### config.mk
export PLATFORM = sky130hd
export DESIGN_NAME = axi_lite_master
export DESIGN_NICKNAME = d
export VERILOG_FILES = /design/src/rtl/axi_lite_pkg.sv /design/src/rtl/axi_lite_watchdog.sv /design/src/rtl/axi_lite_master.sv
export SDC_FILE = /design/constraint.sdc
export NUM_CORES = 1
export LEC_CHECK = 0
export BUFFER_PORTS_ARGS = -buffer_cell sky130_fd_sc_hd__buf_2
export CELL_PAD_IN_SITES_DETAIL_PLACEMENT = 1
export CELL_PAD_IN_SITES_GLOBAL_PLACEMENT = 1
export CORE_ASPECT_RATIO = 1.75
export CORE_MARGIN = 10
export CORE_UTILIZATION = 33
export DETAILED_ROUTE_END_ITERATION = 12
export GPL_ROUTABILITY_DRIVEN = 0
export GPL_TIMING_DRIVEN = 0
export PLACE_DENSITY_LB_ADDON = 0.05
export SYNTH_ARGS = -nofsm -noshare
export SYNTH_HDL_FRONTEND = slang
export SYNTH_SLANG_ARGS = --single-unit
### constraint.sdc
create_clock -name ACLK -period 2.9 [get_ports ACLK]
set_input_delay 0.145 -clock ACLK [delete_from_list [all_inputs] [get_ports ACLK]]
set_output_delay 0.145 -clock ACLK [all_outputs]
set_load 0.03 [all_outputs]
### src/rtl/axi_lite_pkg.sv
// ----------------------------------------------------------------------------
// axi_lite_pkg : shared widths, response codes and master FSM state encoding
// Revision 1.0
// ----------------------------------------------------------------------------
`default_nettype none

package axi_lite_pkg;

  localparam int AXIL_ADDR_WIDTH  = 32;
  localparam int AXIL_DATA_WIDTH  = 32;
  localparam int AXIL_RDATA_WIDTH = 8;
  localparam int AXIL_RESP_WIDTH  = 2;

  localparam logic [1:0] RESP_OKAY   = 2'b00;
  localparam logic [1:0] RESP_EXOKAY = 2'b01;
  localparam logic [1:0] RESP_SLVERR = 2'b10;
  localparam logic [1:0] RESP_DECERR = 2'b11;

  typedef enum logic [2:0] {
    ST_IDLE    = 3'd0,
    ST_WR_REQ  = 3'd1,
    ST_WR_RESP = 3'd2,
    ST_RD_REQ  = 3'd3,
    ST_RD_DATA = 3'd4,
    ST_RSP     = 3'd5
  } axil_state_e;

endpackage

`default_nettype wire

### src/rtl/axi_lite_watchdog.sv
// ----------------------------------------------------------------------------
// axi_lite_watchdog : per-phase cycle counter, expires after TIMEOUT_CYCLES
// Revision 1.0
// ----------------------------------------------------------------------------
`default_nettype none

module axi_lite_watchdog #(
  parameter int TIMEOUT_CYCLES = 256
) (
  input  logic clk_i,
  input  logic rst_i,
  input  logic clear_i,
  input  logic en_i,
  output logic expired_o
);

  generate
    if (TIMEOUT_CYCLES == 0) begin : g_disabled
      assign expired_o = 1'b0;
    end else begin : g_enabled
      localparam int CW = (TIMEOUT_CYCLES > 1) ? $clog2(TIMEOUT_CYCLES) : 1;
      logic [CW-1:0] cnt_q;

      always_ff @(posedge clk_i or posedge rst_i) begin
        if (rst_i) begin
          cnt_q <= '0;
        end else if (clear_i) begin
          cnt_q <= '0;
        end else if (en_i) begin
          cnt_q <= cnt_q + CW'(1);
        end
      end

      // Fires during the TIMEOUT_CYCLES-th cycle spent in the waiting state.
      assign expired_o = en_i && (cnt_q == CW'(TIMEOUT_CYCLES - 1));
    end
  endgenerate

endmodule

`default_nettype wire

### src/rtl/axi_lite_master.sv
// ----------------------------------------------------------------------------
// axi_lite_master : single-outstanding AXI4-Lite initiator with watchdog abort
// Revision 1.0
// ----------------------------------------------------------------------------
`default_nettype none

module axi_lite_master
  import axi_lite_pkg::*;
#(
  parameter int ADDR_WIDTH     = AXIL_ADDR_WIDTH,
  parameter int DATA_WIDTH     = AXIL_DATA_WIDTH,
  parameter int RDATA_WIDTH    = AXIL_RDATA_WIDTH,
  parameter int RESP_WIDTH     = AXIL_RESP_WIDTH,
  parameter int TIMEOUT_CYCLES = 256
) (
  input  logic                   ACLK,
  input  logic                   ARESET,
  input  logic                   CMD_VALID,
  output logic                   CMD_READY,
  input  logic                   CMD_RNW,
  input  logic [ADDR_WIDTH-1:0]  CMD_ADDR,
  input  logic [DATA_WIDTH-1:0]  CMD_WDATA,
  output logic                   RSP_VALID,
  input  logic                   RSP_READY,
  output logic                   RSP_RNW,
  output logic [RESP_WIDTH-1:0]  RSP_RESP,
  output logic [RDATA_WIDTH-1:0] RSP_RDATA,
  output logic                   RSP_TIMEOUT,
  output logic                   AWVALID,
  input  logic                   AWREADY,
  output logic [ADDR_WIDTH-1:0]  AWADDR,
  output logic                   WVALID,
  input  logic                   WREADY,
  output logic [DATA_WIDTH-1:0]  WDATA,
  input  logic                   BVALID,
  output logic                   BREADY,
  input  logic [RESP_WIDTH-1:0]  BRESP,
  output logic                   ARVALID,
  input  logic                   ARREADY,
  output logic [ADDR_WIDTH-1:0]  ARADDR,
  input  logic                   RVALID,
  output logic                   RREADY,
  input  logic [RDATA_WIDTH-1:0] RDATA,
  input  logic [RESP_WIDTH-1:0]  RRESP
);

  axil_state_e            state_q, state_d;
  logic                   cmd_ready_q, cmd_ready_d;
  logic                   awvalid_q, awvalid_d;
  logic                   wvalid_q, wvalid_d;
  logic                   bready_q, bready_d;
  logic                   arvalid_q, arvalid_d;
  logic                   rready_q, rready_d;
  logic [ADDR_WIDTH-1:0]  addr_q, addr_d;
  logic [DATA_WIDTH-1:0]  wdata_q, wdata_d;
  logic                   rsp_valid_q, rsp_valid_d;
  logic                   rsp_rnw_q, rsp_rnw_d;
  logic [RESP_WIDTH-1:0]  rsp_resp_q, rsp_resp_d;
  logic [RDATA_WIDTH-1:0] rsp_rdata_q, rsp_rdata_d;
  logic                   rsp_timeout_q, rsp_timeout_d;

  logic w_wd_clear, w_wd_en, w_wd_expired;
  logic w_aw_done, w_w_done;

  assign w_wd_en    = (state_q == ST_WR_REQ) || (state_q == ST_WR_RESP) ||
                      (state_q == ST_RD_REQ) || (state_q == ST_RD_DATA);
  assign w_wd_clear = (state_d != state_q);

  axi_lite_watchdog #(
    .TIMEOUT_CYCLES(TIMEOUT_CYCLES)
  ) u_watchdog (
    .clk_i    (ACLK),
    .rst_i    (ARESET),
    .clear_i  (w_wd_clear),
    .en_i     (w_wd_en),
    .expired_o(w_wd_expired)
  );

  // A channel is done once its VALID is low or it handshakes this cycle.
  assign w_aw_done = !awvalid_q || AWREADY;
  assign w_w_done  = !wvalid_q  || WREADY;

  always_comb begin
    state_d       = state_q;
    cmd_ready_d   = cmd_ready_q;
    awvalid_d     = awvalid_q;
    wvalid_d      = wvalid_q;
    bready_d      = bready_q;
    arvalid_d     = arvalid_q;
    rready_d      = rready_q;
    addr_d        = addr_q;
    wdata_d       = wdata_q;
    rsp_valid_d   = rsp_valid_q;
    rsp_rnw_d     = rsp_rnw_q;
    rsp_resp_d    = rsp_resp_q;
    rsp_rdata_d   = rsp_rdata_q;
    rsp_timeout_d = rsp_timeout_q;

    case (state_q)
      ST_IDLE: begin
        if (CMD_VALID && cmd_ready_q) begin
          cmd_ready_d = 1'b0;
          addr_d      = CMD_ADDR;
          wdata_d     = CMD_WDATA;
          rsp_rnw_d   = CMD_RNW;
          if (CMD_RNW) begin
            arvalid_d = 1'b1;
            state_d   = ST_RD_REQ;
          end else begin
            awvalid_d = 1'b1;
            wvalid_d  = 1'b1;
            state_d   = ST_WR_REQ;
          end
        end
      end
      ST_WR_REQ: begin
        if (awvalid_q && AWREADY) awvalid_d = 1'b0;
        if (wvalid_q && WREADY)   wvalid_d  = 1'b0;
        if (w_aw_done && w_w_done) begin
          bready_d = 1'b1;
          state_d  = ST_WR_RESP;
        end else if (w_wd_expired) begin
          awvalid_d = 1'b0;
          wvalid_d  = 1'b0;
          state_d   = ST_RSP;
        end
      end
      ST_WR_RESP: begin
        if (BVALID && bready_q) begin
          bready_d = 1'b0;
          state_d  = ST_RSP;
        end else if (w_wd_expired) begin
          bready_d = 1'b0;
          state_d  = ST_RSP;
        end
      end
      ST_RD_REQ: begin
        if (arvalid_q && ARREADY) begin
          arvalid_d = 1'b0;
          rready_d  = 1'b1;
          state_d   = ST_RD_DATA;
        end else if (w_wd_expired) begin
          arvalid_d = 1'b0;
          state_d   = ST_RSP;
        end
      end
      ST_RD_DATA: begin
        if (RVALID && rready_q) begin
          rready_d = 1'b0;
          state_d  = ST_RSP;
        end else if (w_wd_expired) begin
          rready_d = 1'b0;
          state_d  = ST_RSP;
        end
      end
      ST_RSP: begin
        if (RSP_READY) begin
          rsp_valid_d = 1'b0;
          cmd_ready_d = 1'b1;
          state_d     = ST_IDLE;
        end
      end
      default: state_d = ST_IDLE;
    endcase

    // Response payload is loaded on the single transition into RSP.
    if (state_d == ST_RSP && state_q != ST_RSP) begin
      rsp_valid_d = 1'b1;
      if ((state_q == ST_WR_RESP) && BVALID && bready_q) begin
        rsp_resp_d    = BRESP;
        rsp_rdata_d   = '0;
        rsp_timeout_d = 1'b0;
      end else if ((state_q == ST_RD_DATA) && RVALID && rready_q) begin
        rsp_resp_d    = RRESP;
        rsp_rdata_d   = RDATA;
        rsp_timeout_d = 1'b0;
      end else begin
        rsp_resp_d    = RESP_WIDTH'(RESP_SLVERR);
        rsp_rdata_d   = '0;
        rsp_timeout_d = 1'b1;
      end
    end
  end

  always_ff @(posedge ACLK or posedge ARESET) begin
    if (ARESET) begin
      state_q       <= ST_IDLE;
      cmd_ready_q   <= 1'b1;
      awvalid_q     <= 1'b0;
      wvalid_q      <= 1'b0;
      bready_q      <= 1'b0;
      arvalid_q     <= 1'b0;
      rready_q      <= 1'b0;
      addr_q        <= '0;
      wdata_q       <= '0;
      rsp_valid_q   <= 1'b0;
      rsp_rnw_q     <= 1'b0;
      rsp_resp_q    <= '0;
      rsp_rdata_q   <= '0;
      rsp_timeout_q <= 1'b0;
    end else begin
      state_q       <= state_d;
      cmd_ready_q   <= cmd_ready_d;
      awvalid_q     <= awvalid_d;
      wvalid_q      <= wvalid_d;
      bready_q      <= bready_d;
      arvalid_q     <= arvalid_d;
      rready_q      <= rready_d;
      addr_q        <= addr_d;
      wdata_q       <= wdata_d;
      rsp_valid_q   <= rsp_valid_d;
      rsp_rnw_q     <= rsp_rnw_d;
      rsp_resp_q    <= rsp_resp_d;
      rsp_rdata_q   <= rsp_rdata_d;
      rsp_timeout_q <= rsp_timeout_d;
    end
  end

  assign CMD_READY   = cmd_ready_q;
  assign AWVALID     = awvalid_q;
  assign AWADDR      = addr_q;
  assign WVALID      = wvalid_q;
  assign WDATA       = wdata_q;
  assign BREADY      = bready_q;
  assign ARVALID     = arvalid_q;
  assign ARADDR      = addr_q;
  assign RREADY      = rready_q;
  assign RSP_VALID   = rsp_valid_q;
  assign RSP_RNW     = rsp_rnw_q;
  assign RSP_RESP    = rsp_resp_q;
  assign RSP_RDATA   = rsp_rdata_q;
  assign RSP_TIMEOUT = rsp_timeout_q;

endmodule

`default_nettype wire

# Word-level counts from Yosys, hierarchy flattened
# Cells that the tools add are included.
# totals
reg_bits	94
input_bits	86
out_inout_bits	115
# classes
eq_ne	18
n_addsub	1
muxes	44
n_reduce_logical	36
# ops
operator	count
$mux W8	4
$mux W1	23
$mux W3	7
$pmux W3 S6	1
$reduce_bool A2 Y1	8
$logic_and A1 B1 Y1	13
$pmux W1 S2	6
$reduce_and A3 Y1	4
$eq A3 B3 Y1 const B	3
$ne A3 B1 Y1 const B	3
$add A8 B1 Y8 const B	1
$eq A8 B8 Y1 const B	1
$ne A2 B2 Y1 const B	4
$eq A3 B2 Y1 const B	2
$mux W2	3
$logic_or A1 B1 Y1	5
$ne A2 B1 Y1 const B	2
$reduce_and A2 Y1	2
$reduce_and A4 Y1	1
$eq A3 B1 Y1 const B	1
$logic_not A3 Y1	1
$ne A3 B3 Y1	1
$ne A3 B3 Y1 const B	1
$logic_not A1 Y1	2

# Longest topological paths before layout
# logic_depth
word_depth	12
mapped_depth	9
mapped_depth_nobuf	7

# Cells and area by module
# A second synthesis with hierarchy kept.
# hier_totals
hier_cells	318
area_unflattened_um2	4137.7
# modules_own_cells
mod	cells_each	instances	seq_area_each_um2	area_each_um2
axi_lite_master	277	1	2153.3	3718.6
axi_lite_watchdog	41	1	200.2	419.2

# Least setup slack after synthesis
# Ideal clock, no wire load.
# synth_path
kind	register to register
start	reg cmd_ready_q (netlist: CMD_READY)
end	reg rsp_rdata_q[0] (netlist: RSP_RDATA[0])
stages_incl_launch_ff	8
n_path_buf	1
arrival_ns	1.757
setup_slack_ns	1.022
cell_sequence	dfstp_2 -> nand2_1 -> or3_1 -> a21oi_1 -> nand4b_1 -> o211ai_1 -> buf_4 -> a22o_1
# synth_via
elab_chain_len	5
# synth_lines
element	line	rtl
from (decl)	axi_lite_master.sv:48	logic cmd_ready_q, cmd_ready_d;
from (signal assigned)	axi_lite_master.sv:203	cmd_ready_q <= cmd_ready_d;
$logic_and A1 B1 Y1	axi_lite_master.sv:101	if (CMD_VALID && cmd_ready_q) begin
$mux W3	axi_lite_master.sv:101	
$pmux W3 S6	axi_lite_master.sv:99	case (state_q)
net state_d[0]	axi_lite_master.sv:47	axil_state_e state_q, state_d;
$eq A3 B3 Y1	axi_lite_master.sv:167	if (state_d == ST_RSP && state_q != ST_RSP) begin
$logic_and A1 B1 Y1	axi_lite_master.sv:167	
to (signal assigned)	axi_lite_master.sv:214	rsp_rdata_q <= rsp_rdata_d;
to (decl)	axi_lite_master.sv:59	logic [RDATA_WIDTH-1:0] rsp_rdata_q, rsp_rdata_d;
# The timed path passes the listed nets, and every way through them passes these cells.
# A chain may end at the register's enable or synchronous reset.

# Worst setup path in the final report
# layout_path
start	reg state_q[2]
end	reg addr_q[16] (netlist: ARADDR[16])
# layout_via
elab_chain_len	2
# layout_lines
element	line	rtl
from (decl)	axi_lite_master.sv:47	
from (signal assigned)	axi_lite_master.sv:202	state_q <= state_d;
$logic_not A3 Y1	axi_lite_master.sv:99	
$reduce_and A2 Y1 (no line)	n/a	
to (signal assigned)	axi_lite_master.sv:209	addr_q <= addr_d;
to (decl)	axi_lite_master.sv:54	logic [ADDR_WIDTH-1:0] addr_q, addr_d;
# Every way passes these cells.

==> summary.md <==
| Metric | Value |
|---|---|
| Outcome | finished clean |
| Yosys warnings | 0 |
| Peak Freq | 441 MHz |
| Post-cts resize count | 0 |
| Top-Level Pins | 201 |
| Max-cap violation count | 0 |
| Largest net degree at the start of global routing | 55 |
| Final core utilization | 50.5% |
| Most frequent cells in the layout | buf_2, nand2_1, dfrtp_1 |
| GRT Total Usage | 16.7% |
| Worst Setup End Kind | flop |
| Core area | ~12000 um^2 |
| EDFF count, synth | 0 |
| Worst R2R Path Depth | 6 |
| Grt total ovfl | 0 |
| Mapped Cells | 451 |
| Hold path depth | 3 |
| Synth Area in Compound Gates | under 10% |
| Seq/Total Area, Yosys | roughly 56% |
| Simple-gate share of the synthesized area | 24.5% |
| Max Fanout on Critical Path | 10 |
| Post-synthesis xor/xnor area fraction | 1.68% |
| IO buf count | 200 |
| Power Dens Cells | 636 nW/um^2 |
| Routed WL per cell | between 15 and 20 um |
| RSZ-0062 raised after global routing | false |
| Worst Skew | 6.99 ps |
| Initial Utilization | about a third |
| Leak | 3.69 nW |
| Synthesized cell area | 4180 um^2 |
| Die width | 105 um |
| Post-cts hold buffer count | 54 |
| Hold WC Path Type | input pin to flop |
| Num CTS Buffers | 9 |
| Slew at the pin closest to its max-slew limit | slightly below 800 ps |
| Clock Sinks | 94 |
| Clock Path Buffers | 2 |
| Largest family of logic cells by synthesized area | simple AND/OR/NAND/NOR gates |
| Multi-input logic area | 1430 um^2 |
| Mux cell area share after synthesis | under 10% |
| Share of cells above drive strength 1 | 37.8% |
| Post-DP HPWL | 10900 um |
| CP Class | flop to flop |
| Vias | 4020 |
| Startpoint Class | flop |
| Nets@finish | 804 |
| FILL cells | 1541 |
| WHS | 1.91 ps |
| Most common cell after layout, fill and taps aside | buf_2 |
| DP Area | 5420 um^2 |
| CTS tree | done |
| Slew HR | between 40% and 50% |
| Area delta synth->final | 50.5% |
| Max Transition Viols Final | 0 |
| Syn Area/Cell | 9.26 um^2 |
| Worst skew pair latency | 340 ps |
| Pwr Total | 0.00400 W |
| Slowest cell delay on critical path | 670 ps |
| Ys async rst share | 100% |
| Adder-cell share of the synthesized area | less than 1% |
| Prevailing post-synth register cell | dfrtp_1 |
| Final setup fails | 0 |
| First-pass iteration count of the detailed router | 4 |
| Endpoint arrival time on the critical path | 2550 ps |
| Iter 0 DRT Violations | 121 |
| Worst path bufs/invs | 3 |
| Die H | 169 um |
| CP top delay family | buffers and inverters |
| Post-route minimum period | about 2300 ps |
| Cell area after layout | roughly 6300 um^2 |
| ANT cells | 0 |
| Remaining routing DRC violations | 0 |
| Die ar. | 17700 um^2 |
| Register area | 2350 um^2 |
| Fin crit share | 78.2% |
| Slowest CP cell | nor4_1 |
| Post-CTS Setup Bufs | 0 |
| CP required | ~3200 ps |
| Number of global-route vias before repair | 4569 |
| Flops & latches, synth | 94 |
| Average vias per placed instance | 4.52 |
| Wire length of the first global-routing pass | 24100 um |
| Initial antenna violation count | 0 |
| Routed Wire Length | 14700 um |
| Routed Antenna Nets | 0 |
| Synthesized net count | 538 |
| Most common cell on crit path | nand2_1 |
| H-tree depth | 3 |
| VDD IR max | around 0.28 mV |
| Final Hold Fails | 0 |
| Post-synthesis cell type count | 48 |
| CP Depth | 6 |
| Worst-path clk slew | 70 ps |
| Core Rows | 54 |
| Clk root buf | clkbuf_16 |
| Critical Path, Cell by Cell | clkbuf_8 -> nor4_1 -> clkbuf_1 -> buf_2 -> nand2_1 -> nand2_1 |
==> cells by family (layout without fill, tap and decap cells) <==
group,after synthesis,count (layout)
xor+xnor,8,8
buf+inv,59,330
simple gates,248,248
compound gates,37,37
mux,4,4
flops,94,94
fa+ha+maj,1,1
==> worst reg2reg max path, delay by kind of cell, from the launching register on <==
kind	cells	cell delay [ps]
buffers and inverters	3	960
DFF	1	420
and+or+nand+nor	3	830
==> flip-flops by register name (all words and copies together) (netlist names) <==
register and cells:
AWVALID 1, ARVALID 1, RSP_VALID 1, RSP_TIMEOUT 1
u_watchdog.g_enabled.cnt_q 8, RREADY 1, RSP_RDATA 8, RSP_RNW 1
RSP_RESP 2, state_q 3, ARADDR 32, WDATA 32
BREADY 1, CMD_READY 1, WVALID 1
==> synthesized netlist by cell type, drive strengths merged, types with 3 or more instances <==
master | n | area share, %
a21oi | 6 | 0.72
a22o | 8 | 1.7
a31oi | 4 | 0.96
and3 | 3 | 0.48
buf | 41 | 7.2
clkbuf | 12 | 1.6
dfrtp | 93 | 56
inv | 6 | 0.54
nand2 | 205 | 18
nand2b | 4 | 0.78
nand3 | 4 | 0.48
nor2 | 16 | 1.4
o21ai | 6 | 0.72
xnor2 | 4 | 0.84
xor2 | 4 | 0.84
==> path summary, 6_finish.rpt <==
path	endpoint	slack (ps)	from
setup / recovery	ARADDR[16]	630	state_q[2]
hold / removal	WDATA[12]	2	CMD_WDATA[12]
setup reg to reg	ARADDR[16]	630	state_q[2]
hold reg to reg	WDATA[29]	470	WDATA[29]
max in group asynchronous	CMD_READY	1780	ARESET
min in group asynchronous	ARADDR[6]	400	ARESET
==> cell type report <==
cell class	count	area share [%]
inverters	6	0.398
flip-flops and latches	94	37.5
clock buffers	11	3.86
plain buffers	53	5.82
repair buffers	255	25.0
clock inverters	5	1.31
well taps	168	3.35
multi-input cells	298	22.8
==> per-stage QoR <==
stage	setup WS, ps	setup TNS (ps)	cells
floorplan	308	0	451
global placement	-1010	-93200	819
detailed placement	586	0	820
CTS	564	0	890
global route	418	0	890
finish	631	0	890
==> routing by layer <==
metal / GRT usage [%] / routed length (um) / share of wire, %
met1: 17.8 / 5530 / 38
met3: 6.31 / 1110 / 7.5
met4: 4.62 / 178 / 1.2
met5: 0 / 0 / 0
met2: 29.8 / 7880 / 54
==> power breakdown <==
part / switching, W / internal (W)
sequential: 0.000148 / 0.00149
combinational: 0.000668 / 0.000395
clock: 0.000514 / 0.000780
Note: power is estimated with default switching activity, not from simulation.
